<file path="src/rtl/mips_pkg.sv">
// mips_pkg: shared constants for the multi-cycle MIPS-subset control path.
// Holds opcode/funct codes, FSM state codes, datapath select encodings and the
// one-hot instruction class produced by mc_decode.
package mips_pkg;

  // Opcodes (IR[31:26])
  localparam logic [5:0] OP_RTYPE = 6'b000000;
  localparam logic [5:0] OP_ORI   = 6'b001101;
  localparam logic [5:0] OP_LW    = 6'b100011;
  localparam logic [5:0] OP_SW    = 6'b101011;
  localparam logic [5:0] OP_BEQ   = 6'b000100;
  localparam logic [5:0] OP_LUI   = 6'b001111;
  localparam logic [5:0] OP_J     = 6'b000010;
  localparam logic [5:0] OP_JAL   = 6'b000011;

  // R-type funct codes (IR[5:0])
  localparam logic [5:0] FN_ADDU = 6'b100001;
  localparam logic [5:0] FN_SUBU = 6'b100011;
  localparam logic [5:0] FN_JR   = 6'b001000;

  // FSM state codes; 5-7 are unreachable
  typedef enum logic [2:0] {
    S_FETCH  = 3'd0,
    S_DECODE = 3'd1,
    S_EXEC   = 3'd2,
    S_MEM    = 3'd3,
    S_WB     = 3'd4
  } state_e;

  // npc_sel encodings
  localparam logic [1:0] NPC_PC4    = 2'd0;
  localparam logic [1:0] NPC_BRANCH = 2'd1;
  localparam logic [1:0] NPC_JIMM   = 2'd2;
  localparam logic [1:0] NPC_RS     = 2'd3;

  // GRF write-address select
  localparam logic [1:0] A3_RT  = 2'd0;
  localparam logic [1:0] A3_RD  = 2'd1;
  localparam logic [1:0] A3_RA  = 2'd2;

  // GRF write-data select
  localparam logic [1:0] WD_ALU = 2'd0;
  localparam logic [1:0] WD_DM  = 2'd1;
  localparam logic [1:0] WD_PC  = 2'd2;

  // ALU operation
  localparam logic [1:0] ALU_ADD = 2'd0;
  localparam logic [1:0] ALU_SUB = 2'd1;
  localparam logic [1:0] ALU_OR  = 2'd2;
  localparam logic [1:0] ALU_LUI = 2'd3;

  // One-hot instruction class; all-zero when the instruction is unsupported
  typedef struct packed {
    logic addu;
    logic subu;
    logic jr;
    logic ori;
    logic lw;
    logic sw;
    logic beq;
    logic lui;
    logic j;
    logic jal;
  } instr_cls_t;

endpackage

</file>
<file path="src/rtl/mc_decode.sv">
// mc_decode: combinational instruction classifier.
// Ports:
//   opcode_i  - IR[31:26]
//   funct_i   - IR[5:0], only meaningful for R-type
//   cls_o     - one-hot instruction class (all zero when unsupported)
//   illegal_o - high for an unsupported opcode, or R-type with unsupported funct
module mc_decode
  import mips_pkg::*;
(
  input  logic [5:0] opcode_i,
  input  logic [5:0] funct_i,
  output instr_cls_t cls_o,
  output logic       illegal_o
);

  always_comb begin
    cls_o     = '0;
    illegal_o = 1'b0;
    case (opcode_i)
      OP_RTYPE: begin
        case (funct_i)
          FN_ADDU: cls_o.addu = 1'b1;
          FN_SUBU: cls_o.subu = 1'b1;
          FN_JR:   cls_o.jr   = 1'b1;
          default: illegal_o  = 1'b1;
        endcase
      end
      OP_ORI:  cls_o.ori = 1'b1;
      OP_LW:   cls_o.lw  = 1'b1;
      OP_SW:   cls_o.sw  = 1'b1;
      OP_BEQ:  cls_o.beq = 1'b1;
      OP_LUI:  cls_o.lui = 1'b1;
      OP_J:    cls_o.j   = 1'b1;
      OP_JAL:  cls_o.jal = 1'b1;
      default: illegal_o = 1'b1;
    endcase
  end

endmodule

</file>
<file path="src/rtl/mc_ctrl.sv">
// mc_ctrl: multi-cycle main controller (fetch/decode/exec/mem/wb).
// Drives all datapath selects and write enables; stalls on imem_ready in
// S_FETCH and on dmem_ready in S_MEM.
// Ports:
//   clk, reset             - clock, asynchronous active-high reset
//   opcode, funct          - fields of the IR register
//   zero                   - ALU equal flag (used by beq in S_EXEC)
//   imem_ready, dmem_ready - memory handshakes
//   pc_we, ir_we, grf_we, dm_we - write enables
//   npc_sel, GRF_A3_sel, GRF_WD_sel, alu_op, alusrc, ext_op - datapath selects
//   illegal                - pulse in S_DECODE for an unsupported instruction
//   state                  - current state code (debug)
//   instr_done             - pulse in the last cycle of each instruction
module mc_ctrl
  import mips_pkg::*;
#(
  parameter int unsigned STATE_W = 3
) (
  input  logic               clk,
  input  logic               reset,
  input  logic [5:0]         opcode,
  input  logic [5:0]         funct,
  input  logic               zero,
  input  logic               imem_ready,
  input  logic               dmem_ready,
  output logic               pc_we,
  output logic               ir_we,
  output logic               grf_we,
  output logic               dm_we,
  output logic [1:0]         npc_sel,
  output logic [1:0]         GRF_A3_sel,
  output logic [1:0]         GRF_WD_sel,
  output logic [1:0]         alu_op,
  output logic               alusrc,
  output logic               ext_op,
  output logic               illegal,
  output logic [STATE_W-1:0] state,
  output logic               instr_done
);

  state_e     state_q, state_d;
  instr_cls_t cls;
  logic       dec_illegal;

  // Ungated enables; reset masks them below so nothing is written while the
  // FSM is held in S_FETCH by reset.
  logic pc_we_c, ir_we_c, grf_we_c, dm_we_c, illegal_c, done_c;

  mc_decode u_decode (
    .opcode_i  (opcode),
    .funct_i   (funct),
    .cls_o     (cls),
    .illegal_o (dec_illegal)
  );

  always_ff @(posedge clk or posedge reset) begin
    if (reset) begin
      state_q <= S_FETCH;
    end else begin
      state_q <= state_d;
    end
  end

  always_comb begin
    state_d    = state_q;
    pc_we_c    = 1'b0;
    ir_we_c    = 1'b0;
    grf_we_c   = 1'b0;
    dm_we_c    = 1'b0;
    illegal_c  = 1'b0;
    done_c     = 1'b0;
    npc_sel    = NPC_PC4;
    GRF_A3_sel = A3_RT;
    GRF_WD_sel = WD_ALU;
    alu_op     = ALU_ADD;
    alusrc     = 1'b0;
    ext_op     = 1'b0;

    case (state_q)
      S_FETCH: begin
        if (imem_ready) begin
          ir_we_c = 1'b1;
          pc_we_c = 1'b1;
          npc_sel = NPC_PC4;
          state_d = S_DECODE;
        end
      end

      S_DECODE: begin
        if (dec_illegal) begin
          // Unsupported instruction retires as a NOP
          illegal_c = 1'b1;
          done_c    = 1'b1;
          state_d   = S_FETCH;
        end else if (cls.j) begin
          pc_we_c = 1'b1;
          npc_sel = NPC_JIMM;
          done_c  = 1'b1;
          state_d = S_FETCH;
        end else if (cls.jal) begin
          // PC already holds PC+4, so the link value is captured on this edge
          pc_we_c    = 1'b1;
          npc_sel    = NPC_JIMM;
          grf_we_c   = 1'b1;
          GRF_A3_sel = A3_RA;
          GRF_WD_sel = WD_PC;
          done_c     = 1'b1;
          state_d    = S_FETCH;
        end else if (cls.jr) begin
          pc_we_c = 1'b1;
          npc_sel = NPC_RS;
          done_c  = 1'b1;
          state_d = S_FETCH;
        end else begin
          state_d = S_EXEC;
        end
      end

      S_EXEC: begin
        state_d = S_FETCH;
        if (cls.addu) begin
          alu_op  = ALU_ADD;
          state_d = S_WB;
        end else if (cls.subu) begin
          alu_op  = ALU_SUB;
          state_d = S_WB;
        end else if (cls.ori) begin
          alu_op  = ALU_OR;
          alusrc  = 1'b1;
          state_d = S_WB;
        end else if (cls.lui) begin
          alu_op  = ALU_LUI;
          alusrc  = 1'b1;
          state_d = S_WB;
        end else if (cls.lw || cls.sw) begin
          alu_op  = ALU_ADD;
          alusrc  = 1'b1;
          ext_op  = 1'b1;
          state_d = S_MEM;
        end else if (cls.beq) begin
          alu_op  = ALU_SUB;
          ext_op  = 1'b1;
          npc_sel = NPC_BRANCH;
          pc_we_c = zero;
          done_c  = 1'b1;
        end
      end

      S_MEM: begin
        if (cls.sw) begin
          // Write strobe held until the memory accepts it
          dm_we_c = 1'b1;
          if (dmem_ready) begin
            done_c  = 1'b1;
            state_d = S_FETCH;
          end
        end else if (cls.lw) begin
          if (dmem_ready) begin
            state_d = S_WB;
          end
        end else begin
          state_d = S_FETCH;
        end
      end

      S_WB: begin
        state_d = S_FETCH;
        if (cls.addu || cls.subu) begin
          grf_we_c   = 1'b1;
          GRF_A3_sel = A3_RD;
          GRF_WD_sel = WD_ALU;
          done_c     = 1'b1;
        end else if (cls.ori || cls.lui) begin
          grf_we_c   = 1'b1;
          GRF_A3_sel = A3_RT;
          GRF_WD_sel = WD_ALU;
          done_c     = 1'b1;
        end else if (cls.lw) begin
          grf_we_c   = 1'b1;
          GRF_A3_sel = A3_RT;
          GRF_WD_sel = WD_DM;
          done_c     = 1'b1;
        end
      end

      default: state_d = S_FETCH;
    endcase
  end

  assign pc_we      = pc_we_c   & ~reset;
  assign ir_we      = ir_we_c   & ~reset;
  assign grf_we     = grf_we_c  & ~reset;
  assign dm_we      = dm_we_c   & ~reset;
  assign illegal    = illegal_c & ~reset;
  assign instr_done = done_c    & ~reset;
  assign state      = reset ? '0 : STATE_W'(state_q);

endmodule

</file>
<file path="config.mk">
export PLATFORM = sky130hd
export DESIGN_NAME = mc_ctrl
export DESIGN_NICKNAME = d
export VERILOG_FILES = /design/src/rtl/mips_pkg.sv /design/src/rtl/mc_decode.sv /design/src/rtl/mc_ctrl.sv
export SDC_FILE = /design/constraint.sdc
export NUM_CORES = 1
export LEC_CHECK = 0
export CAP_MARGIN = 10
export CORE_MARGIN = 2
export CORE_UTILIZATION = 36
export DETAILED_ROUTE_END_ITERATION = 10
export PLACE_DENSITY = 0.81
export SLEW_MARGIN = 25
export SYNTH_ARGS = -nofsm -noshare
export SYNTH_HDL_FRONTEND = slang
export SYNTH_SLANG_ARGS = --single-unit
</file>
<file path="constraint.sdc">
create_clock -name clk -period 2.1 [get_ports clk]
set_clock_uncertainty 0.2 [all_clocks]
set_input_delay 0.21 -clock clk [delete_from_list [all_inputs] [get_ports clk]]
set_output_delay 0.21 -clock clk [all_outputs]
set_load 0.01 [all_outputs]
</file>
== Word-level counts from Yosys, hierarchy flattened ==
Index checks and enable logic that the tools add are counted.
W data, S select, Z words.
Storage, ports and cells
  bits in registers: 3
  bits of input ports: 17
  output and inout port bits: 19
  word-level logic and storage cells: 133
Cells by class
  eq/ne operators: 17
  mux-type cells: 100
  bitwise operators: 7
  reduce and logical (&&, ||, !) cells: 8
Operators with widths (count)
  $mux W1: 64
  $mux W2: 17
  $mux W3: 11
  $eq A6 B6 Y1 const B: 4
  $eq A6 B4 Y1 const B: 3
  $eq A6 B2 Y1 const B: 2
  $pmux W2 S2: 3
  $pmux W3 S4: 1
  $reduce_or A7 Y1: 1
  $and A1 B1 Y1: 6
  $eq A3 B2 Y1 const B: 2
  $eq A6 B3 Y1 const B: 1
  $logic_not A6 Y1: 1
  $ne A3 B3 Y1 const B: 2
  $pmux W1 S2: 2
  $pmux W1 S4: 1
  $eq A3 B1 Y1 const B: 1
  $eq A3 B3 Y1 const B: 1
  $logic_not A3 Y1: 1
  $logic_or A1 B1 Y1: 3
  $pmux W1 S3: 1
  $reduce_and A3 Y1: 1
  $reduce_or A3 Y1: 1
  $ne A2 B2 Y1 const B: 1
  $not A1 Y1: 1

== Logic depth before layout (Yosys ltp) ==
  depth after elaboration: 10
  depth in mapped cells: 6
  depth with buffers taken out: 5

== Modules after synthesis ==
Synthesis repeated with hierarchy kept, for this count alone.
Second synthesis, totals
  cell total of the unflattened synthesis: 94
  area total of the unflattened synthesis: 653.1 sq um
Modules (own cells, without submodules)
  mc_ctrl: times used 1, cells each 64, area an instance 465.4 sq um, sequential area each 75.1 sq um
  mc_decode: times used 1, cells each 30, area an instance 187.7 sq um, sequential area each 0.0 sq um

== Worst setup path after synthesis ==
No wires, ideal clock.
  path kind: flip-flop to output port
  from: register state_q[2]
  to: output port instr_done
  arrival time: 1.475 ns
  data required time: 1.690 ns
  path slack: 0.215 ns
  cell stages (with the launch flop): 5
  buffers on the path: 1
  cells stage by stage: dfrtp_1 > buf_4 > or3b_2 > a21o_1 > a311oi_2
On the way
  cells in the longest elaborated chain, start to end: 3
  elaborated cells between the ends (all ways): 6
  those cells by class: eq/ne: 4; mux: 1; bitwise: 1
RTL lines
  from (decl): RTL line mc_ctrl.sv:41  | state_e state_q, state_d;
  from (signal assigned): RTL line mc_ctrl.sv:60  | state_q <= state_d;
  $eq A3 B3 Y1, or another cell as far along: RTL line mc_ctrl.sv:79  | case (state_q)
  $pmux W1 S4 (*): RTL line mc_ctrl.sv:79
  $and A1 B1 Y1 (*): RTL line mc_ctrl.sv:195  | assign instr_done = done_c & ~reset;
  to (decl): RTL line mc_ctrl.sv:38  | output logic instr_done
Mark *: on every way between the ends. The rest lies on a longest branch, timed or not.

== Worst setup path after layout ==
  from: input port opcode[2]
  to: output port grf_we
On the way
  cells in the longest elaborated chain, start to end: 7
  elaborated cells between the ends (all ways): 26
  those cells by class: eq/ne: 7; mux: 14; bitwise: 1; reduce/logical: 4
RTL lines
  from (decl): RTL line mc_ctrl.sv:21  | input logic [5:0] opcode,
  parallel branches: the longest is 5 deep, another holds $reduce_or A7 Y1
  $pmux W1 S2 (*): RTL line mc_ctrl.sv:79
  $and A1 B1 Y1 (*): RTL line mc_ctrl.sv:192  | assign grf_we = grf_we_c & ~reset;
  to (decl): RTL line mc_ctrl.sv:28  | output logic grf_we,
Mark *: on every way between the ends.

==> metrics.yaml <==
clock_tree:
  htree_num_levels: 1
  cts_buffer_depth: 2
  cts-root-buf: "clkbuf_4"
  ctsHoldBuffers: 0
  clk_pin_slew_ns: 0.04
  cts_made_buffers: 3
  clock-sinks: 3
  cts_tree: "yes"
  insertion_delay_ns: 0.24
cells_and_area:
  finalInstanceArea_um2: 1350
  largest_register_ffs: 3
  nNetsFinal: 186
  layout-drive-gt1-share_pct: 58.3
  layout_common_cells: "48 x buf_4, 9 x buf_2, 8 x dlygate4sd2_1, 7 x clkdlybuf4s50_1, 7 x clkbuf_2"
  regMostFlops: "state_q"
  diodes: 0
  top_regs: "state_q: 3 flops"
  layout_commonest_cell: "buf_4"
  fill_cells: 73
  area_growth_pct: 135
sta:
  setup_viol: 0
  slew_violations: 0
  tns_ns: 0
  layout_min_cycle_time_ns: 2.09
  worstMarginPinSlew_ns: 0.298
  slew-limit-headroom_pct: 80.0
  setup_ws_ns: 0.00920
  max_clock_freq_ghz: 0.478
  finalHoldViolations: 0
  timing.final.crit_share_pct: 99.6
routing:
  wl_mm: 3.55
  firstDrtPassIters: 4
  avgViaCountPerCell: 5.96
  ant_nets: 0
  vias: 1097
  drt_iter0_markers: 51
  wire_per_inst_um: 19.3
  drc: 0
run:
  cap_violations: 0
placement:
  place.gp.congestion: 0.825
  io_buffers: 35
  dp_hpwl_mm: 1.81
  place_area_um2: 1140
  preCtsSetupSlack_ns: -0.669
min_path:
  hp-class: "in2async"
grt:
  grt_pass1_wl_mm: 4.77
  grt_max_degree: 14
  grt.overflow.total: 0
  antenna_found_initial: 0
  grt_util_all_layers_pct: 33.8
  grt_pass1_vias: 1024
worst_setup_path:
  reg2reg_from: "state_q[1]$_DFFE_PP0P_"
  r2r_slack_ns: 0.58
  cp.required_ns: 1.69
  cp-end-kind: "output pin"
  start_kind: "primary input"
  reg2reg_depth: 4
  crit_path_end: "grf_we"
  critPathKind: "in2out"
  cp_max_fo: 7
  arrival_ns: 1.68
  startpoint: "opcode[2]"
  timing.rr.end: "state_q[0]$_DFFE_PP0P_"
synthesis:
  synth_seq_cells: 3
  synth-edff-count: 0
  syn_area_um2: 573
  synth_top_flop_cell: "dfrtp_1"
  postSynthAreaPerCell_um2: 6.66
  synthesis.nets: 103
  synthCells: 86
  synth.yosys.seq_area_share_pct: 13.1
  synth_warnings: 0
  async_reset_ff_share_pct: 100
  ys_types: 34
die:
  rows: 14
  die_area_um2: 1930
  die_y_um: 43.9
  die_w_um: 43.9
  io_pins: 36
  coreArea_um2: 1510
  start_util_pct: 38.0
pwr:
  vdd_drop_max_uv: 255
  power_frac_clock_pct: 30.4
  power_density_nw_per_um2: 262
  intPower_w: 0.000223
  pwr-share-seq_pct: 17.6
  p_comb_share_pct: 51.9
  switching_share_pct: 36.9
  p_leak_nw: 0.684
  p_switching_w: 0.000130
outcome:
  status: "complete, no violations"
[synth_stat cells, types with 3 or more instances]
library cell | instances | area share (%)
nor2_1 | 10 | 6.6
a21oi_1 | 8 | 7.0
nand3_1 | 7 | 6.1
inv_1 | 5 | 3.3
nand2_1 | 5 | 3.3
and3_1 | 4 | 4.4
nand2b_1 | 4 | 4.4
nor2b_1 | 4 | 4.4
a211oi_1 | 3 | 3.9
and3b_1 | 3 | 4.6
dfrtp_1 | 3 | 13
[cell families (layout without fill, tap and decap cells)]
group | count (synthesis) | in the layout | synth area share (%)
compound gates | 22 | 22 | 26.4
xor+xnor | 1 | 1 | 1.53
buf+inv | 9 | 91 | 7.42
flops | 3 | 3 | 13.1
simple gates | 51 | 51 | 51.5
[critical path: stages]
cell,delay [ns]
clkdlybuf4s15_2,0.25
and3b_2,0.30
nand2_2,0.09
nor2_2,0.16
o211ai_1,0.17
buf_4,0.17
a21oi_1,0.17
buf_2,0.16
[area by class of cell]
| type | instances | area (um2) | share of cell area [%] |
|---|---|---|---|
| sequential | 3 | 75.1 | 5.58 |
| timing repair buffer | 82 | 613 | 45.5 |
| inverter | 5 | 18.8 | 1.39 |
| multi-input combinational | 74 | 593 | 44.1 |
| clock buffer | 4 | 26.3 | 1.95 |
| tap | 16 | 20.0 | 1.49 |
[power groups by stage]
stage,registers (W),clock network (W),logic [W]
finish,0.0000622,0.000107,0.000183
global route,0.0000621,0.000110,0.000191
CTS,0.0000620,0.000105,0.000160
detailed placement,0.0000626,0,0.000145
global placement,0.0000623,0,0.000141
floorplan,0.0000636,0,0.0000523
[worst min-delay path by stage]
stage,to,start,slack (ns)
final,state_q[2]$_DFFE_PP0P_,reset,0.25
after global routing,state_q[2]$_DFFE_PP0P_,reset,0.28
after CTS,state_q[1]$_DFFE_PP0P_,reset,0.21
after detailed placement,state_q[0]$_DFFE_PP0P_,reset,0.41
after global placement,state_q[1]$_DFFE_PP0P_,reset,0.40
after floorplan,state_q[0]$_DFFE_PP0P_,reset,-0.24
[metal layers]
layer	share of wire (%)	up-vias	track usage, %
li1	-	480	-
met1	39	514	38.0
met2	49	84	60.3
met3	6.7	19	4.17
met4	4.4	0	19.4
met5	0	-	0
[repair_timing]
action | 4_1_cts | 5_1_grt
resized for setup | 82 | 28
pin swaps | 10 | 10
endpoints found under the setup margin | 16 | 10
endpoints found under the hold margin | 0 | 0
buffers inserted | 13 | 5
cloned | 0 | 0
[per-stage QoR]
| step | util, % | hold slack, ns | instances | power [W] |
|---|---|---|---|---|
| 5_1_grt | 89.4 | 0.276 | 184 | 0.000363 |
| 4_1_cts | 87.6 | 0.213 | 179 | 0.000326 |
| 6_report | 89.4 | 0.250 | 184 | 0.000353 |
| 3_3_place_gp | 75.5 | 0.396 | 162 | 0.000203 |
| 2_1_floorplan | - | -0.236 | 86 | 0.000116 |
| 3_5_place_dp | 75.5 | 0.413 | 162 | 0.000208 |
Power figures use the tool's default switching activity.
